File: src/rtl/alu_pkg.sv
// Shared op codes, FSM encoding and per-op decode helpers
// for the bit-serial ALU.
package alu_pkg;

   localparam int ALU_WIDTH = 32;

   localparam logic [2:0] OP_AND = 3'b000;
   localparam logic [2:0] OP_OR  = 3'b001;
   localparam logic [2:0] OP_ADD = 3'b010;
   localparam logic [2:0] OP_SUB = 3'b110;
   localparam logic [2:0] OP_SLT = 3'b111;

   typedef enum logic [1:0] {
      S_IDLE = 2'b00,
      S_RUN  = 2'b01,
      S_DONE = 2'b10
   } state_e;

   typedef enum logic [1:0] {
      SEL_AND  = 2'b00,
      SEL_OR   = 2'b01,
      SEL_SUM  = 2'b10,
      SEL_ZERO = 2'b11
   } sel_e;

   function automatic sel_e op_sel(input logic [2:0] op);
      sel_e s;
      unique case (op)
         OP_AND:                 s = SEL_AND;
         OP_OR:                  s = SEL_OR;
         OP_ADD, OP_SUB, OP_SLT: s = SEL_SUM;
         default:                s = SEL_ZERO;
      endcase
      return s;
   endfunction

   // Subtraction: invert b and preset carry to 1
   function automatic logic op_is_sub(input logic [2:0] op);
      return (op == OP_SUB) || (op == OP_SLT);
   endfunction

   function automatic logic op_is_arith(input logic [2:0] op);
      return (op == OP_ADD) || op_is_sub(op);
   endfunction

endpackage

File: src/rtl/alu_bit_slice.sv
// One-bit ALU slice: AND, OR and full-add, picked by a
// 4:1 select. Purely combinational.
module alu_bit_slice
   import alu_pkg::*;
(
   input  logic a_i,
   input  logic b_i,
   input  logic cin_i,
   input  sel_e sel_i,
   output logic r_o,
   output logic cout_o
);

   logic and_w;
   logic or_w;
   logic sum_w;

   assign and_w  = a_i & b_i;
   assign or_w   = a_i | b_i;
   assign sum_w  = a_i ^ b_i ^ cin_i;
   assign cout_o = (a_i & b_i) | (cin_i & (a_i ^ b_i));

   always_comb begin
      r_o = 1'b0;
      unique case (sel_i)
         SEL_AND:  r_o = and_w;
         SEL_OR:   r_o = or_w;
         SEL_SUM:  r_o = sum_w;
         default:  r_o = 1'b0;
      endcase
   end

endmodule

File: src/rtl/alu_serial_seq.sv
// Bit-serial ALU: one bit per RUN cycle, LSB first, with
// result/flags committed in DONE and a one-cycle done pulse.
module alu_serial_seq
   import alu_pkg::*;
#(
   parameter int WIDTH = ALU_WIDTH
) (
   input  logic             clk,
   input  logic             rst,
   input  logic             start,
   input  logic [2:0]       op,
   input  logic [WIDTH-1:0] a,
   input  logic [WIDTH-1:0] b,
   output logic             busy,
   output logic             done,
   output logic [WIDTH-1:0] result,
   output logic             zero,
   output logic             overflow
);

   localparam int CW = (WIDTH > 1) ? $clog2(WIDTH) : 1;
   localparam logic [CW-1:0] LAST = CW'(WIDTH - 1);

   state_e state_q, state_d;

   logic [CW-1:0]    cnt_q;
   logic [WIDTH-1:0] a_q;
   logic [WIDTH-1:0] b_q;
   logic [2:0]       op_q;
   logic             carry_q;
   logic [WIDTH-1:0] sh_q;
   logic             ovf_run_q;
   logic [WIDTH-1:0] result_q;
   logic             zero_q;
   logic             ovf_q;
   logic             done_q;

   logic             last_w;
   logic             a_bit;
   logic             b_bit;
   logic             r_bit;
   logic             cout_w;
   logic [WIDTH-1:0] res_fin;
   logic             ovf_fin;

   assign last_w = (cnt_q == LAST);
   assign a_bit  = a_q[cnt_q];
   assign b_bit  = b_q[cnt_q] ^ op_is_sub(op_q);

   alu_bit_slice u_slice (
      .a_i    (a_bit),
      .b_i    (b_bit),
      .cin_i  (carry_q),
      .sel_i  (op_sel(op_q)),
      .r_o    (r_bit),
      .cout_o (cout_w)
   );

   always_ff @(posedge clk) begin
      if (rst) state_q <= S_IDLE;
      else     state_q <= state_d;
   end

   always_comb begin
      state_d = state_q;
      unique case (state_q)
         S_IDLE:  if (start) state_d = S_RUN;
         S_RUN:   if (last_w) state_d = S_DONE;
         S_DONE:  state_d = S_IDLE;
         default: state_d = S_IDLE;
      endcase
   end

   always_comb begin
      busy = (state_q == S_RUN);
   end

   // SLT keeps only the sign of a-b, corrected for overflow
   always_comb begin
      res_fin = sh_q;
      ovf_fin = op_is_arith(op_q) & ovf_run_q;
      if (op_q == OP_SLT) begin
         res_fin    = '0;
         res_fin[0] = sh_q[WIDTH-1] ^ ovf_run_q;
      end
   end

   always_ff @(posedge clk) begin
      if (rst) begin
         cnt_q     <= '0;
         a_q       <= '0;
         b_q       <= '0;
         op_q      <= OP_AND;
         carry_q   <= 1'b0;
         sh_q      <= '0;
         ovf_run_q <= 1'b0;
         result_q  <= '0;
         zero_q    <= 1'b1;
         ovf_q     <= 1'b0;
         done_q    <= 1'b0;
      end else begin
         done_q <= 1'b0;
         unique case (state_q)
            S_IDLE: begin
               if (start) begin
                  a_q     <= a;
                  b_q     <= b;
                  op_q    <= op;
                  cnt_q   <= '0;
                  carry_q <= op_is_sub(op);
               end
            end
            S_RUN: begin
               sh_q    <= {r_bit, sh_q[WIDTH-1:1]};
               carry_q <= cout_w;
               cnt_q   <= cnt_q + 1'b1;
               if (last_w) ovf_run_q <= carry_q ^ cout_w;
            end
            S_DONE: begin
               result_q <= res_fin;
               zero_q   <= (res_fin == '0);
               ovf_q    <= ovf_fin;
               done_q   <= 1'b1;
            end
            default: ;
         endcase
      end
   end

   assign done     = done_q;
   assign result   = result_q;
   assign zero     = zero_q;
   assign overflow = ovf_q;

endmodule

File: config.mk
export PLATFORM = sky130hd
export DESIGN_NAME = alu_serial_seq
export DESIGN_NICKNAME = d
export VERILOG_FILES = /design/src/rtl/alu_pkg.sv /design/src/rtl/alu_bit_slice.sv /design/src/rtl/alu_serial_seq.sv
export SDC_FILE = /design/constraint.sdc
export NUM_CORES = 1
export LEC_CHECK = 0
export CORE_UTILIZATION = 34
export CTS_CLUSTER_DIAMETER = 40
export DETAILED_ROUTE_END_ITERATION = 10
export PLACE_DENSITY = 0.53
export SETUP_SLACK_MARGIN = 0.02
export SYNTH_ARGS = -nofsm -noshare
export SYNTH_HDL_FRONTEND = slang
export SYNTH_HIERARCHICAL = 1
export SYNTH_SLANG_ARGS = --single-unit
File: constraint.sdc
create_clock -name clk -period 3.4 [get_ports clk]
set_input_delay 0.68 -clock clk [delete_from_list [all_inputs] [get_ports clk]]
set_output_delay 0.68 -clock clk [all_outputs]
set_load 0.02 [all_outputs]
Word level (Yosys, flattened, before mapping)
Cells that the tools add are included.
{"block": "op_classes", "add_sub_neg": 1, "n_lt_le_gt_ge": 1, "eq_ne": 13, "mux": 15, "bitwise_logic": 10, "reduce_logical": 13}
{"op": "$logic_not A32 Y1", "n": 1}
{"op": "$mux W32", "n": 1}
{"op": "$eq A3 B3 Y1 const B", "n": 4}
{"op": "$bmux W1 S5", "n": 2}
{"op": "$pmux W5 S2", "n": 1}
{"op": "$reduce_and A2 Y1", "n": 4}
{"op": "$lt A5 B6 Y1 const B", "n": 1}
{"op": "$pmux W2 S3", "n": 1}
{"op": "$add A5 B1 Y5 const B", "n": 1}
{"op": "$eq A5 B5 Y1 const B", "n": 1}
{"op": "$mux W5", "n": 1}
{"op": "$xor A1 B1 Y1", "n": 5}
{"op": "$eq A2 B1 Y1 const B", "n": 2}
{"op": "$eq A2 B2 Y1 const B", "n": 2}
{"op": "$logic_not A2 Y1", "n": 2}
{"op": "$mux W1", "n": 4}
{"op": "$mux W2", "n": 2}
{"op": "$pmux W2 S2", "n": 1}
{"op": "$and A1 B1 Y1", "n": 3}
{"op": "$eq A3 B1 Y1 const B", "n": 1}
{"op": "$eq A3 B2 Y1 const B", "n": 1}
{"op": "$logic_not A3 Y1", "n": 1}
{"op": "$logic_or A1 B1 Y1", "n": 3}
{"op": "$pmux W1 S3", "n": 1}
{"op": "6 further kinds", "n": 7}
{"block": "totals", "register_bits": 143, "input_bits": 70, "wordCells": 65}

Logic depth before layout (Yosys ltp)
{"block": "logic_depth", "ltp_word": 7, "depth_mapped": 12, "mapped_depth_nobuf": 10}

Hierarchy
Netlist, hierarchy kept.
{"module": "alu_serial_seq", "n_inst": 1, "cells_per_inst": 712, "area_per_inst_um2": 5676.7}
{"module": "alu_bit_slice", "n_inst": 1, "cells_per_inst": 8, "area_per_inst_um2": 75.1}

Least setup slack after synthesis
No wires, ideal clock.
{"block": "synth_timing", "kind": "flip-flop to flip-flop", "start": "register cnt_q[0]", "end": "register sh_q[31]", "t_arrival_ns": 2.739, "t_required_ns": 3.330, "setup_slack_ns": 0.591, "path_stages_with_launch": 11, "path_buffers": 2, "path_cell_list": "dfxtp_1 > buf_4 > buf_6 > mux4_2 > mux4_2 > mux2_2 > fa_1 > mux2i_1 > o22ai_1 > nand2_1 > a21oi_1"}
{"block": "synth_via", "elab_cells_between_ends": 10}
{"item": "from (decl)", "line_no": "alu_serial_seq.sv:26", "text": "logic [CW-1:0] cnt_q;"}
{"item": "from (signal assigned)", "line_no": "alu_serial_seq.sv:116", "text": "cnt_q <= cnt_q + 1'b1;"}
{"item": "$bmux W1 S5 *", "line_no": "alu_serial_seq.sv:47", "text": "assign a_bit = a_q[cnt_q];"}
{"item": "$mux W1 (implied by the code) *", "line_no": "alu_serial_seq.sv:47"}
{"item": "via a_bit", "line_no": "alu_serial_seq.sv:39", "text": "logic a_bit;"}
{"item": "$xor A1 B1 Y1 (2 in a row)", "line_no": "alu_bit_slice.sv:20", "text": "assign sum_w = a_i ^ b_i ^ cin_i;"}
{"item": "$pmux W1 S3 *", "line_no": "alu_bit_slice.sv:25", "text": "unique case (sel_i)"}
{"item": "via r_bit", "line_no": "alu_serial_seq.sv:41", "text": "logic r_bit;"}
{"item": "to (signal assigned)", "line_no": "alu_serial_seq.sv:114", "text": "sh_q <= {r_bit, sh_q[WIDTH-1:1]};"}
{"item": "to (decl)", "line_no": "alu_serial_seq.sv:31", "text": "logic [WIDTH-1:0] sh_q;"}
The timed path passes the listed nets; every way through them passes the cells marked *. The select of a mux whose other input is x is not followed.
A chain may end at the register's enable or synchronous reset.

Worst setup path after layout
Ends and elaborated chain as after synthesis.

==> qor.yml <==
wirelength_mm: 14.4
yosysSeqAreaShare_pct: 49.8
cts.sinks: 143
place_ws_ns: 0.289
drc_errors: 0
ys_types: 39
min_to: "result[6]"
critPathLaunchType: "register"
io_buffers: 105
clock_latency_ns: 0.42
drt_iter0_markers: 244
cts-root-buf: "clkbuf_16"
die_h_microns: 132
vias: 5014
r2r_start: "cnt_q[0]"
cts-hold-fix-buffers: 0
finalClockSkew_ns: 0.00741
tightest_slew_ns: 0.882
grt_pass1_vias: 4776
dp_hpwl_mm: 9.79
grt_antenna_before_repair: 0
slew_headroom_pct: 41.0
cts.clk_slew.worst_paths_ns: 0.06
max_freq_mhz: 321
area_growth_pct: 31.2
reg2regPathDepth: 8
routed_via_density: 4.85
hold_path.startpoint: "result[6]"
syn_avg_cell_area_sq_um: 7.99
drt_pre_antenna_iters: 4
drv_slew: 0
regArea_sq_um: 2860
start_util_pct: 34.8
grt-ovfl-total: 0
status: "complete, no violations"
coreArea_sq_um: 16500
cts_resized: 0
rows: 47
path_common_cell: "mux4_2"
pwr_density_cell_nw_per_um2: 512
ioPinCount: 106
diodes: 0
cts_buffers: 17
cp_num_buf_inv: 0
ys_seq_elements: 143
dieWidth_microns: 132
synthCells: 720
finalHoldViolations: 0
cts_max_level: 4
cp_top_family: "multiplexers"
synth-main-ff-cell: "dfxtp_1"
grt_pass1_wl_mm: 23.8
track_usage_pct: 17.1
crit_fanout: 10
finalNetCount: 876
syn_nets: 795
synth_top_cell_by_area: "dfxtp_1"
dieArea_sq_um: 17400
drtAntennaViolNets: 0
worstPathCellList: "mux4_2 -> mux4_2 -> mux2_2 -> fa_1 -> mux2i_1 -> o22ai_1 -> nand2_1 -> a21oi_1"
synth-edff-count: 0
leakage_nw: 2.59
rsz0062_at_grt: "no"
syn_area_sq_um: 5750
hold_depth: 2
slowest_delay_ns: 0.68
timing.final.ws_setup_ns: 0.287
dpl_cell_area_sq_um: 6990
cts_tree: "built"
rrSetupSlack_ns: 0.29
worstSetupPathType: "register to register"
multi_input_area_sq_um: 2650
grt_max_degree: 78
yosys_warnings: 6
synth_area_leaders: "dfxtp_1 50%, nand2_1 16%, a21oi_1 12%"
crit_arrival_ns: 3.46
synth_top_area_share_pct: 49.8
hold_class: "register to register"
cts_buffer_depth: 2
drive_gt1_share_pct: 7.38
critPathCaptureType: "register"
fin_crit_sh_pct: 91.6
postCtsSetupRepairBufs: 0
min_period_ns: 3.11
async_reset_ff_share_pct: 0
maxCapViolations: 0
gp_congestion: 0.780
fillers: 1620
r2r_end: "sh_q[31]"
drt-wirelength-per-cell_microns: 13.9
holdWs_ns: 0.448
setup-tns-final_ns: 0
critPathSlowestCell: "dfxtp_1"
stdcell_area_sq_um: 7550
critPathRequiredTime_ns: 3.75
setup_viol: 0
ir_drop_v: 0.000370
==> tightest hold or removal path, delay by kind of cell, from the launching register on <==
family	cells	cell delay, ns
simple gates	1	0.05
flops	1	0.30
compound gates	1	0.05
==> Yosys cell counts (all sizes together), types with 3 or more instances <==
| library cell | number |
|---|---|
| clkbuf | 47 |
| a22oi | 4 |
| nor2 | 14 |
| mux4 | 10 |
| nand2 | 245 |
| nor2b | 3 |
| mux2i | 17 |
| nand3 | 40 |
| nor4 | 7 |
| ha | 4 |
| nand2b | 5 |
| inv | 4 |
| dfxtp | 143 |
| buf | 10 |
| a21oi | 143 |
==> cell families after synthesis <==
family	Yosys count	synth area share, %
AOI/OAI and AO/OA	157	14.2
and+or+nand+nor	323	23.0
DFF	143	49.8
muxes	28	7.07
xor gates and xnor gates	3	0.457
buffers and inverters	61	4.20
adders and majority gates	5	1.22
==> power breakdown <==
group | switching [W] | leakage (nW) | internal [W]
sequential | 0.0000341 | 1.16 | 0.00173
clock | 0.000692 | 0.272 | 0.00109
combinational | 0.000170 | 1.15 | 0.000153
total | 0.000897 | 2.59 | 0.00297
==> registers in the layout, summed over array words and instances, names as in the netlist, 2 cells and up <==
register	flops
state_q	2
op_q	3
b_q	32
a_q	32
result	32
sh_q	32
cnt_q	5
==> worst max-delay path by stage <==
stage,slack (ns),startpoint,end,cells after the start
floorplan,0.59,cnt_q[0],sh_q[31],10
detailed placement,0.29,cnt_q[0],sh_q[31],8
CTS,0.27,cnt_q[0],sh_q[31],8
global route,0.09,cnt_q[0],sh_q[31],8
finish,0.29,cnt_q[0],sh_q[31],8
global placement,0.35,cnt_q[0],sh_q[31],8
==> per-layer routing <==
layer,vias up,part of all wire [%],global-route usage (%)
li1,2580,-,-
met1,2310,51,23.3
met2,107,44,26.3
met3,17,3.9,4.31
met4,0,1.4,6.01
met5,-,0,0
==> placed cells by master (no fill, tap or decap), types with 2 or more instances in the layout <==
master,n
a211oi_1,2
a21oi_1,143
a22oi_1,4
buf_12,2
buf_4,13
bufinv_16,2
clkbuf_1,2
clkbuf_16,17
clkdlybuf4s50_1,104
clkinv_2,5
clkinvlp_4,3
dfxtp_1,143
ha_1,4
inv_1,3
mux2i_1,17
mux4_2,10
nand2_1,244
nand2b_1,5
nand3_1,40
nand4_1,2
nor2_1,14
nor2b_1,2
nor4_1,7
xnor2_1,2
==> stage by stage <==
stage / utilization [%] / cells / power, W
after detailed placement: 42.3 / 1002 / 0.00212
after global routing: 45.7 / 1033 / 0.00403
after floorplan: - / 720 / 0.00198
after global placement: 42.3 / 1002 / 0.00211
after CTS: 45.7 / 1033 / 0.00390
final: 45.7 / 1033 / 0.00387
==> layout make-up <==
class | count | share of cell area, %
sequential | 143 | 37.9
inverter | 4 | 0.199
tap | 220 | 3.65
timing repair buffer | 119 | 15.6
clock inverter | 11 | 1.54
clock buffer | 20 | 5.92
multi-input combinational | 516 | 35.2
Power figures use the tool's default switching activity.
==> edit, RTL diff (same flow settings) <==
The package constant `ALU_WIDTH` goes from 32 to 16.
--- a/src/rtl/alu_pkg.sv
+++ b/src/rtl/alu_pkg.sv
@@ -4,3 +4,3 @@
 
-   localparam int ALU_WIDTH = 32;
+   localparam int ALU_WIDTH = 16;
 
Interface: changed (resized a, b and result); port bits go from 106 to 58. No check against the original RTL was run, so the function may have changed too.
==> edit against the unedited design <==
Worst setup slack gained 0.37 ns; count of clock-buffer cells in the layout shrank 10; first-iteration DRC count is 49% lower; sequential power down 45%; final cell count fell by 43%; area after synthesis fell by 43%; maximum frequency grew 13%; wire length is 47% lower; combinational power is 45% lower; highest routed layer unchanged; worst hold slack better by 0.0036 ns; final area shrank 45%; largest cell class unchanged; sequential cell count shrank 65; critical endpoint is now sh_q[15]; power decreased by 52%.
==> edit: results (changes against the unedited design) <==
commonest cells in the netlist=nand2_1, dfxtp_1, a21oi_1, clkbuf_1, nand3_1 (was nand2_1, a21oi_1, dfxtp_1, clkbuf_1, nand3_1); mux contribution to synthesized area=6.31% (was 7.07%); Seq/Total Area, Yosys=47.7% (was 49.8%); GR Util met2=25.7% (was 26.3%); Post-Synth XOR/XNOR Area=0.535% (was 0.457%); clock latency at the later pin of the worst-skew pair=0.35 ns (was 0.42 ns); hold slack=0.452 ns (was 0.448 ns); drt wl/cell=13.0 um (was 13.9 um); Final GP Congestion=0.769 (was 0.780); drt initial violations=125 (was 244); outcome=completed (unchanged); max_slew headroom=46.6% (was 41.0%); Met3 Wirelength=366 um (was 557 um); synthesized area per cell=8.12 um2 (was 7.99 um2); global-route wire length before repair=13.1 mm (was 23.8 mm); WL met1=3.67 mm (was 7.27 mm); cts bufs inserted=9 (was 17); IO buf count=57 (was 105); Post-DP Area=3930 um2 (was 6990 um2); Max stage delay on crit path=0.47 ns (was 0.68 ns); GR Util met3=4.94% (was 4.31%); hold endpoint=result[9] (was result[6]); Crit Reg-Reg Endpoint=sh_q[15] (was sh_q[31]); met1 usage=22.1% (was 23.3%); Final HPWL DP=5.15 mm (was 9.79 mm); Worst-path clk slew=0.09 ns (was 0.06 ns); vias per inst=4.87 (was 4.85); fraction of layout cells with a size suffix above 1=7.69% (was 7.38%); Worst path top cell family by delay=compound AO/OA/AOI/OAI gates (was multiplexers)
[edit: cell types whose count changed in the layout (fill, tap and decap cells not counted), moves of 8 or more]
cell / before / now
mux2i_1: 17 / 9
nand2_1: 244 / 125
nand3_1: 40 / 19
clkbuf_8: 1 / 10
a21oi_1: 143 / 74
dfxtp_1: 143 / 78
clkbuf_16: 17 / 0
clkdlybuf4s50_1: 104 / 56
[edit: cell type report]
class | count | share of cell area (%)
inverters | 5 | 0.453
multi-input cells | 290 | 37.6
clock inverters | 6 | 1.69
repair buffers | 66 | 15.3
flip-flops and latches | 78 | 37.7
well taps | 129 | 3.90
clock buffers | 10 | 3.32
[edit: worst max path at each step]
stage	end	start	slack [ns]
finish	sh_q[15]	cnt_q[0]	0.65
global route	sh_q[15]	cnt_q[0]	0.48
CTS	sh_q[15]	cnt_q[0]	0.67
detailed placement	sh_q[15]	cnt_q[0]	0.69
global placement	sh_q[15]	cnt_q[0]	0.82
floorplan	sh_q[15]	cnt_q[0]	0.95
